### config.mk
export PLATFORM = sky130hd
export DESIGN_NAME = dense_argmax
export DESIGN_NICKNAME = d
export VERILOG_FILES = /design/src/rtl/cnn_pkg.sv /design/src/rtl/argmax_tracker.sv /design/src/rtl/dense_argmax.sv
export SDC_FILE = /design/constraint.sdc
export NUM_CORES = 1
export LEC_CHECK = 0
export CELL_PAD_IN_SITES_DETAIL_PLACEMENT = 1
export CELL_PAD_IN_SITES_GLOBAL_PLACEMENT = 1
export CORE_MARGIN = 5
export CORE_UTILIZATION = 42
export CTS_CLUSTER_SIZE = 8
export DETAILED_ROUTE_END_ITERATION = 8
export PLACE_DENSITY = 0.81
export SLEW_MARGIN = 20
export SYNTH_ARGS = -nofsm -noshare
export SYNTH_HDL_FRONTEND = slang
export SYNTH_HIERARCHICAL = 1
export SYNTH_SLANG_ARGS = --single-unit
export TNS_END_PERCENT = 30
### constraint.sdc
create_clock -name clk -period 5.8 [get_ports clk]
set_input_delay 1.16 -clock clk [delete_from_list [all_inputs] [get_ports clk]]
set_output_delay 1.16 -clock clk [all_outputs]
set_load 0.02 [all_outputs]
### src/rtl/cnn_pkg.sv
// -----------------------------------------------------------------------------
// cnn_pkg
// Shared definitions for the dense-layer / argmax classifier:
//   - default geometry (N_IN, N_OUT, ACC_W)
//   - fixed address / index / data widths used on the block ports
//   - FSM state encoding
//   - acc_bits_needed(): minimum signed accumulator width for a given N_IN
// No ports (package).
// -----------------------------------------------------------------------------
package cnn_pkg;

    localparam int N_IN_DEF  = 1568;   // 8 channels x 14 x 14 pooled features
    localparam int N_OUT_DEF = 10;     // output classes
    localparam int ACC_W_DEF = 26;     // signed accumulator width

    localparam int FA_W   = 11;        // feature-memory address width
    localparam int WA_W   = 15;        // weight-ROM address width
    localparam int CLS_W  = 4;         // class index width
    localparam int DATA_W = 8;         // feature / weight / bias width
    localparam int PROD_W = 16;        // 8x8 signed product width

    typedef logic [2:0] state_t;

    localparam state_t ST_IDLE  = 3'd0;
    localparam state_t ST_RUN   = 3'd1;
    localparam state_t ST_DRAIN = 3'd2;
    localparam state_t ST_FINAL = 3'd3;
    localparam state_t ST_DONE  = 3'd4;

    // Worst-case magnitude is N_IN * 128 * 128 (every product -128 x -128);
    // one extra bit carries the sign.
    function automatic int acc_bits_needed(input int n_in);
        longint max_mag;
        max_mag = longint'(n_in) * 64'sd16384;
        return $clog2(max_mag + 64'sd1) + 1;
    endfunction

endpackage

### src/rtl/argmax_tracker.sv
// -----------------------------------------------------------------------------
// argmax_tracker
// Holds the best score seen so far, its class index and a valid flag.
// Ports:
//   clk, rst_n      clock, synchronous active-low reset
//   clr             start of a new classification: drop the current best
//   upd             a finished class score is presented on score/idx
//   score, idx      candidate score (signed) and its class index
//   best, best_idx  current winner
//   best_valid      at least one class has been compared since clr
// A candidate wins only when strictly greater, so ties keep the lower index
// (classes are presented in ascending order).
// -----------------------------------------------------------------------------
module argmax_tracker
    import cnn_pkg::*;
#(
    parameter int ACC_W = ACC_W_DEF
) (
    input  logic                    clk,
    input  logic                    rst_n,
    input  logic                    clr,
    input  logic                    upd,
    input  logic signed [ACC_W-1:0] score,
    input  logic [CLS_W-1:0]        idx,
    output logic signed [ACC_W-1:0] best,
    output logic [CLS_W-1:0]        best_idx,
    output logic                    best_valid
);

    logic signed [ACC_W-1:0] best_r;
    logic [CLS_W-1:0]        best_idx_r;
    logic                    best_valid_r;
    logic                    take_s;

    // Decide whether the candidate replaces the current best.
    always_comb begin
        take_s = 1'b0;
        if (!best_valid_r) begin
            take_s = 1'b1;
        end else if (score > best_r) begin
            take_s = 1'b1;
        end else begin
            take_s = 1'b0;
        end
    end

    // Best-score register with clear on new request.
    always_ff @(posedge clk) begin
        if (!rst_n) begin
            best_r       <= '0;
            best_idx_r   <= '0;
            best_valid_r <= 1'b0;
        end else if (clr) begin
            best_r       <= '0;
            best_idx_r   <= '0;
            best_valid_r <= 1'b0;
        end else if (upd && take_s) begin
            best_r       <= score;
            best_idx_r   <= idx;
            best_valid_r <= 1'b1;
        end
    end

    assign best       = best_r;
    assign best_idx   = best_idx_r;
    assign best_valid = best_valid_r;

endmodule

### src/rtl/dense_argmax.sv
// -----------------------------------------------------------------------------
// dense_argmax
// Fully connected layer followed by argmax. For each class the block streams
// N_IN features and weights through a MAC, adds the class bias and keeps the
// highest-scoring class.
// Ports:
//   clk, rst_n       clock, synchronous active-low reset
//   start            one-cycle request (ignored while busy / in DONE)
//   feat_addr/data   feature memory read port, data one cycle after address
//   w_addr/data      weight ROM read port, data one cycle after address
//   cls_idx          class being computed; bias_data is combinational on it
//   busy             request in progress
//   done             one-cycle result strobe
//   class_out        winning class, held until next accepted start
//   max_score        winning score (signed), held with class_out
// Per class: N_IN RUN cycles, one DRAIN cycle (last product), one FINAL cycle
// (bias + compare).
// -----------------------------------------------------------------------------
module dense_argmax
    import cnn_pkg::*;
#(
    parameter int N_IN  = N_IN_DEF,
    parameter int N_OUT = N_OUT_DEF,
    parameter int ACC_W = ACC_W_DEF
) (
    input  logic                     clk,
    input  logic                     rst_n,
    input  logic                     start,
    output logic [FA_W-1:0]          feat_addr,
    input  logic signed [DATA_W-1:0] feat_data,
    output logic [WA_W-1:0]          w_addr,
    input  logic signed [DATA_W-1:0] w_data,
    output logic [CLS_W-1:0]         cls_idx,
    input  logic signed [DATA_W-1:0] bias_data,
    output logic                     busy,
    output logic                     done,
    output logic [CLS_W-1:0]         class_out,
    output logic signed [ACC_W-1:0]  max_score
);

    if (ACC_W < acc_bits_needed(N_IN)) begin : g_acc_w_check
        $error("dense_argmax: ACC_W too small to hold N_IN*128*128");
    end

    state_t                  state_r;
    logic [FA_W-1:0]         i_r;        // feature index, doubles as feat_addr
    logic [WA_W-1:0]         w_addr_r;   // running weight address
    logic [WA_W-1:0]         w_base_r;   // where the next class's weights start
    logic [CLS_W-1:0]        cls_r;
    logic                    valid_r;    // data on feat_data/w_data belongs to us
    logic signed [ACC_W-1:0] acc_r;
    logic                    busy_r;
    logic                    done_r;
    logic [CLS_W-1:0]        class_out_r;
    logic signed [ACC_W-1:0] max_score_r;

    logic signed [PROD_W-1:0] prod_s;
    logic signed [ACC_W-1:0]  score_s;
    logic signed [ACC_W-1:0]  best_s;
    logic [CLS_W-1:0]         best_idx_s;
    logic                     best_valid_s;
    logic                     accept_s;
    logic                     final_s;

    assign prod_s   = PROD_W'(feat_data) * PROD_W'(w_data);
    assign score_s  = acc_r + ACC_W'(bias_data);
    assign accept_s = (state_r == ST_IDLE) && start;
    assign final_s  = (state_r == ST_FINAL);

    argmax_tracker #(
        .ACC_W (ACC_W)
    ) u_tracker (
        .clk        (clk),
        .rst_n      (rst_n),
        .clr        (accept_s),
        .upd        (final_s),
        .score      (score_s),
        .idx        (cls_r),
        .best       (best_s),
        .best_idx   (best_idx_s),
        .best_valid (best_valid_s)
    );

    // Sequencer, MAC accumulator and result registers.
    always_ff @(posedge clk) begin
        if (!rst_n) begin
            state_r     <= ST_IDLE;
            i_r         <= '0;
            w_addr_r    <= '0;
            w_base_r    <= '0;
            cls_r       <= '0;
            valid_r     <= 1'b0;
            acc_r       <= '0;
            busy_r      <= 1'b0;
            done_r      <= 1'b0;
            class_out_r <= '0;
            max_score_r <= '0;
        end else begin
            done_r  <= 1'b0;
            valid_r <= (state_r == ST_RUN);
            if (valid_r) begin
                acc_r <= acc_r + ACC_W'(prod_s);
            end
            case (state_r)
                ST_IDLE: begin
                    if (start) begin
                        state_r  <= ST_RUN;
                        busy_r   <= 1'b1;
                        cls_r    <= '0;
                        i_r      <= '0;
                        w_addr_r <= '0;
                        w_base_r <= '0;
                        acc_r    <= '0;
                    end
                end
                ST_RUN: begin
                    if (i_r == FA_W'(N_IN - 1)) begin
                        // Addresses drop to 0; remember the next class base.
                        state_r  <= ST_DRAIN;
                        i_r      <= '0;
                        w_addr_r <= '0;
                        w_base_r <= w_addr_r + WA_W'(1);
                    end else begin
                        i_r      <= i_r + FA_W'(1);
                        w_addr_r <= w_addr_r + WA_W'(1);
                    end
                end
                ST_DRAIN: begin
                    state_r <= ST_FINAL;
                end
                ST_FINAL: begin
                    // valid_r is low here, so clearing acc cannot drop a product.
                    if (cls_r < CLS_W'(N_OUT - 1)) begin
                        state_r  <= ST_RUN;
                        cls_r    <= cls_r + CLS_W'(1);
                        acc_r    <= '0;
                        i_r      <= '0;
                        w_addr_r <= w_base_r;
                    end else begin
                        state_r <= ST_DONE;
                    end
                end
                ST_DONE: begin
                    state_r     <= ST_IDLE;
                    busy_r      <= 1'b0;
                    done_r      <= 1'b1;
                    class_out_r <= best_idx_s;
                    max_score_r <= best_s;
                end
                default: begin
                    state_r <= ST_IDLE;
                end
            endcase
        end
    end

    assign feat_addr = i_r;
    assign w_addr    = w_addr_r;
    assign cls_idx   = cls_r;
    assign busy      = busy_r;
    assign done      = done_r;
    assign class_out = class_out_r;
    assign max_score = max_score_r;

endmodule
; Word-level counts from Yosys, hierarchy flattened
; Cells that the tools add are included.
[classes]
eq_ne = 8
mux = 26
reduce_logical = 13
div = 0
n_bitwise = 1
multipliers = 1
add_sub_neg = 5
shift = 0
order_cmp = 2
[ops]
columns = op, count
row1 = $mux 26, 3
row2 = $mux 15, 4
row3 = $pmux 26 s2, 1
row4 = $pmux 15 s3, 1
row5 = $mux 11, 3
row6 = $pmux 11 s3, 1
row7 = $pmux 15 s2, 1
row8 = $add 26x16->26, 1
row9 = $add 26x8->26, 1
row10 = $gt 26x26->1, 1
row11 = $mul 8x8->16, 1
row12 = $add 15x1->15 const B, 1
row13 = $pmux 3 s4, 1
row14 = $add 11x1->11 const B, 1
row15 = $eq 11x11->1 const B, 1
row16 = $mux 3, 3
row17 = $reduce_and 3->1, 3
row18 = $mux 4, 2
row19 = $pmux 4 s2, 1
row20 = $eq 3x2->1 const B, 2
row21 = $reduce_bool 2->1, 3
row22 = $add 4x1->4 const B, 1
row23 = $lt 4x4->1 const B, 1
row24 = $mux 1, 4
row25 = 11 further kinds, 14
[word_totals]
ff_bits = 138
mem_bits_ro = 0
latchBits = 0
n_memories = 0
inputBits = 27
mem_bits_rw = 0

; Longest topological paths before layout
[logic_depth]
ltp_word = 5
mapped_depth = 21

; Hierarchy
; The synthesis kept the hierarchy.
[by_module_without_submodules]
columns = mod, instances, cells_each, seq_area_each_um2, area_each_um2
row1 = dense_argmax, 1, 1139, 2142.1, 10128.5
row2 = argmax_tracker, 1, 244, 620.6, 2267.2

; Worst setup path after synthesis
; No wires, ideal clock.
[synth_path]
kind = input-to-reg
from = input port w_data[0]
to = register acc_r[22]
required_time_ns = 5.731
stages = 17
n_path_buf = 0
setup_slack_ns = -0.531
t_arrival_ns = 6.262
cell_sequence = and2_1 -> inv_1 -> fa_1 -> inv_1 -> fa_1 -> fa_1 -> fa_1 -> fa_1 -> ha_1 -> a21o_1 -> a21oi_1 -> a31o_2 -> a311oi_4 -> a2111oi_1 -> o2111ai_1 -> o31a_1 -> o21ai_1
[synth_between]
elab_chain_cells = 5
word_cells_on_any_way = 6
classes_between = add/sub: 1 / mul: 1 / mux: 4
[synth_lines]
columns = item, line
row1 = "start, declared", dense_argmax.sv:32  ; input logic signed [DATA_W-1:0] w_data,
row2 = $mul 8x8->16 (*), dense_argmax.sv:65  ; assign prod_s = PROD_W'(feat_data) * PROD_W'(w_data);
row3 = $add 26x16->26 (*), dense_argmax.sv:102  ; acc_r <= acc_r + ACC_W'(prod_s);
row4 = $mux 26 (*), dense_argmax.sv:101  ; if (valid_r) begin
row5 = $mux 26 (on tied branches), "dense_argmax.sv:133, dense_argmax.sv:106"
row6 = $pmux 26 s2 (*), dense_argmax.sv:104  ; case (state_r)
row7 = "end signal, assigned", dense_argmax.sv:102
row8 = "end, declared", dense_argmax.sv:51  ; logic signed [ACC_W-1:0] acc_r;
; Every way passes the cells marked *; elsewhere a longest branch is shown, timed or not.
; A chain may end at the register's enable or synchronous reset.

; Worst setup path after layout
[layout_path]
from = input port w_data[5]
to = register acc_r[24]
; The elaborated chain is that of the path after synthesis.

==> results_dict.tcl <==
set metrics [dict create \
    insertion_delay_ns 0.44 \
    stdcell_count 1974 \
    pre_cts_ws_ns -0.812 \
    drt_wl_total_um 38400 \
    fin_util 0.534 \
    power_frac_clock 0.136 \
    criticalPathCategory "in -> reg" \
    io_pins 89 \
    cp_cell_sequence "clkdlybuf4s15_1, buf_4, and2_1, fa_1, fa_1, fa_1, fa_1, ha_1, ha_1, o21a_1, o211ai_1, a31o_4, a311oi_4, buf_4, a211o_1, a31oi_1, xor2_1, o21ai_1" \
    first_pass_iters 5 \
    dp_cells 1934 \
    ys.flop_type "dfxtp_1" \
    grt_max_degree 63 \
    place_hpwl_um 28000 \
    dr_total_vias 10900 \
    r2r-start "acc_r[4]" \
    min_period_over_period 0.988 \
    htree_levels 4 \
    ys_ff_latch 138 \
    portBuffers 88 \
    cell_internal_pwr_w 0.00438 \
    gr-total-overflow 0 \
    postCtsHoldBufs 0 \
    power_switching_w 0.00357 \
    final_common_cell "nand2_1" \
    drive_above_1_share 0.186 \
    synthArstFlopShare 0 \
    relSlewSlack 0.352 \
    ant_nets 0 \
    cts_max_path_buffers 2 \
    power_frac_comb 0.731 \
    hold_viol 0 \
    cts_tree "built" \
    outcome "finished clean" \
    avgSynthCellArea_sq_um 8.96 \
    cts_made_buffers 17 \
    crit_path_max_incr_delay_ns 0.57 \
    vias_per_cell 5.54 \
    yosys_warnings 6 \
    die_y_um 182 \
    n_antenna_cell 0 \
    synth.yosys.seq_area_share 0.223 \
    core_area_sq_mm 0.0289 \
    antenna_found_initial 0 \
    critPathLaunch "w_data[5]" \
    die-width_um 182 \
    worst_slack_ns 0.0679 \
    crit_path_end_kind "flip-flop" \
    synthDistinctLibCells 75 \
    clk_pin_slew_worst_paths_ns 0.07 \
    track_usage 0.226 \
    initial_utilization 0.428 \
    rsz0062_at_grt "yes" \
    slowest_stage "fa_1" \
    cts_root_buffer "clkbuf_16" \
    hold_path.startpoint "max_score[3]" \
    syn2layout_area_growth_pct 24.6 \
    finClkSkew_ns 0.0113 \
    min_path_type "reg -> reg" \
    period_needed_ns 5.73 \
    p_leak_nw 6.48 \
    p_per_area_mw_per_mm2 514 \
    crit_top_cell "fa_1" \
    p_seq_frac 0.134 \
    drtIter0Drc 469 \
    setup-violations-final 0 \
    clock-sinks 138 \
    vdd_ir_drop_max_mv 0.522 \
    synth-edff-count 0 \
    rows 62 \
    start_kind "input pin" \
    cp_data_required_time_ns 6.13 \
    die_area_sq_mm 0.0330 \
    grt_pass1_wl_um 61800 \
    p_sw_frac 0.449 \
    synth_area_sq_mm 0.0124 \
    p_total_w 0.00795 \
    final_nets 1830 \
    grt_pass1_vias 12300 \
    gp_congestion 0.837 \
    syn_inst 1383 \
    arrival_ns 6.06 \
    critPathMaxFanout 5 \
    fill_cells 3320 \
    synth_fp_nets 1636 \
    drv_cap 0 \
    tightest_slew_ns 0.972 \
    route.detailed.drc 0 \
    wire_per_inst_um 19.4 \
    most-common-layout-cells "142 x nand2_1, 138 x dfxtp_1, 135 x buf_4" \
    slew_violations 0 \
    max_freq_mhz 174 \
]
cells by family (layout without fill, tap and decap cells):
logic type | Yosys count | in the layout | share of synthesized area
AO/OA/AOI/OAI | 299 | 299 | 0.177
AND/OR/NAND/NOR | 443 | 443 | 0.178
flip-flops | 138 | 138 | 0.223
XOR/XNOR | 66 | 66 | 0.0466
buffers and inverters | 191 | 398 | 0.0632
adder cells (fa/ha/maj) | 226 | 226 | 0.295
multiplexers | 20 | 20 | 0.0162
synthesized netlist by cell type, types with 6 or more instances:
cell / count / share of area
dfxtp_1: 138 / 0.22
o21bai_1: 7 / 0.0042
a21boi_2: 30 / 0.027
and2_1: 53 / 0.027
buf_6: 6 / 0.0055
xnor2_1: 37 / 0.026
and3_1: 16 / 0.0081
nand3_1: 39 / 0.016
or3_1: 6 / 0.0030
a31oi_1: 8 / 0.0040
mux2i_1: 20 / 0.016
nand2_1: 146 / 0.044
nand4_1: 45 / 0.023
ha_1: 115 / 0.12
fa_1: 111 / 0.18
a21boi_0: 35 / 0.021
a21o_1: 19 / 0.012
nor2_1: 70 / 0.021
inv_1: 134 / 0.041
buf_2: 17 / 0.0069
o21ai_1: 9 / 0.0036
nor2b_1: 17 / 0.0086
o21a_1: 11 / 0.0067
nor3_1: 18 / 0.0073
o211ai_1: 6 / 0.0036
o21ai_0: 43 / 0.017
a21oi_1: 59 / 0.024
o31ai_1: 30 / 0.018
clkbuf_1: 30 / 0.0091
xor2_1: 29 / 0.020
nand2b_1: 11 / 0.0056
final cells by class:
type / instances / area [sq um] / area share
clock buffer: 19 / 443 / 0.0287
clock inverter: 13 / 130 / 0.00842
inverter: 135 / 512 / 0.0331
multi-input combinational: 1054 / 9200 / 0.595
sequential: 138 / 2760 / 0.179
tap: 384 / 480 / 0.0311
timing repair buffer: 231 / 1930 / 0.125
sequential cells by signal (all words and copies together), names as in the netlist, 3 cells and up:
name and count:
w_addr 15, max_score 26, u_tracker/best 26, acc_r 26, u_tracker/best_idx 4, class_out 4, feat_addr 11, cls_idx 4
state_r 3, w_base_r 15
stage by stage:
stage | instance area (sq um) | TNS (ns) | hold slack [ns]
2_1_floorplan | 12400 | 0 | 0.441
3_3_place_gp | 14500 | -8.41 | 0.457
3_5_place_dp | 14500 | -16.95 | 0.464
4_1_cts | 15200 | -0.00839 | 0.474
5_1_grt | 15500 | -0.0749 | 0.487
6_report | 15500 | 0 | 0.467
layer usage:
metal  GRT usage  vias to the layer above  routed length [um]
li1            -                     5126                   -
met1       0.264                     5483               15500
met4      0.0784                        0                1290
met2       0.416                      231               20200
met5           0                        -                   0
met3      0.0404                      103                1390
critical path: cells and delay by family:
family	cells	cell delay, ns
and+or+nand+nor	1	0.14
adders and majority gates	6	2.67
buffers and inverters	3	0.66
xor gates and xnor gates	1	0.20
AOI/OAI and AO/OA	7	1.23
repair_timing:
item,in CTS,in global routing
hold endpoints to repair,0,0
setup buffers,3,4
pin swaps,24,24
resized for setup,39,71
gates cloned,0,1
setup endpoints to repair,12,42
path summary, 6_finish.rpt:
kind | slack (ns) | depth (start not counted) | endpoint
hold / removal | 0.47 | 2 | max_score[3]
setup reg to reg | 0.66 | 21 | acc_r[24]
hold reg to reg | 0.47 | 2 | max_score[3]
setup / recovery | 0.07 | 18 | acc_r[24]
power groups by stage:
stage	registers [W]	clock network, W	logic (W)
after global placement	0.00108	0	0.00488
after CTS	0.00106	0.00109	0.00546
final	0.00106	0.00108	0.00581
after detailed placement	0.00108	0	0.00522
after floorplan	0.00105	0	0.00330
after global routing	0.00107	0.00114	0.00637
No activity file was read; power rests on OpenSTA's default activity.
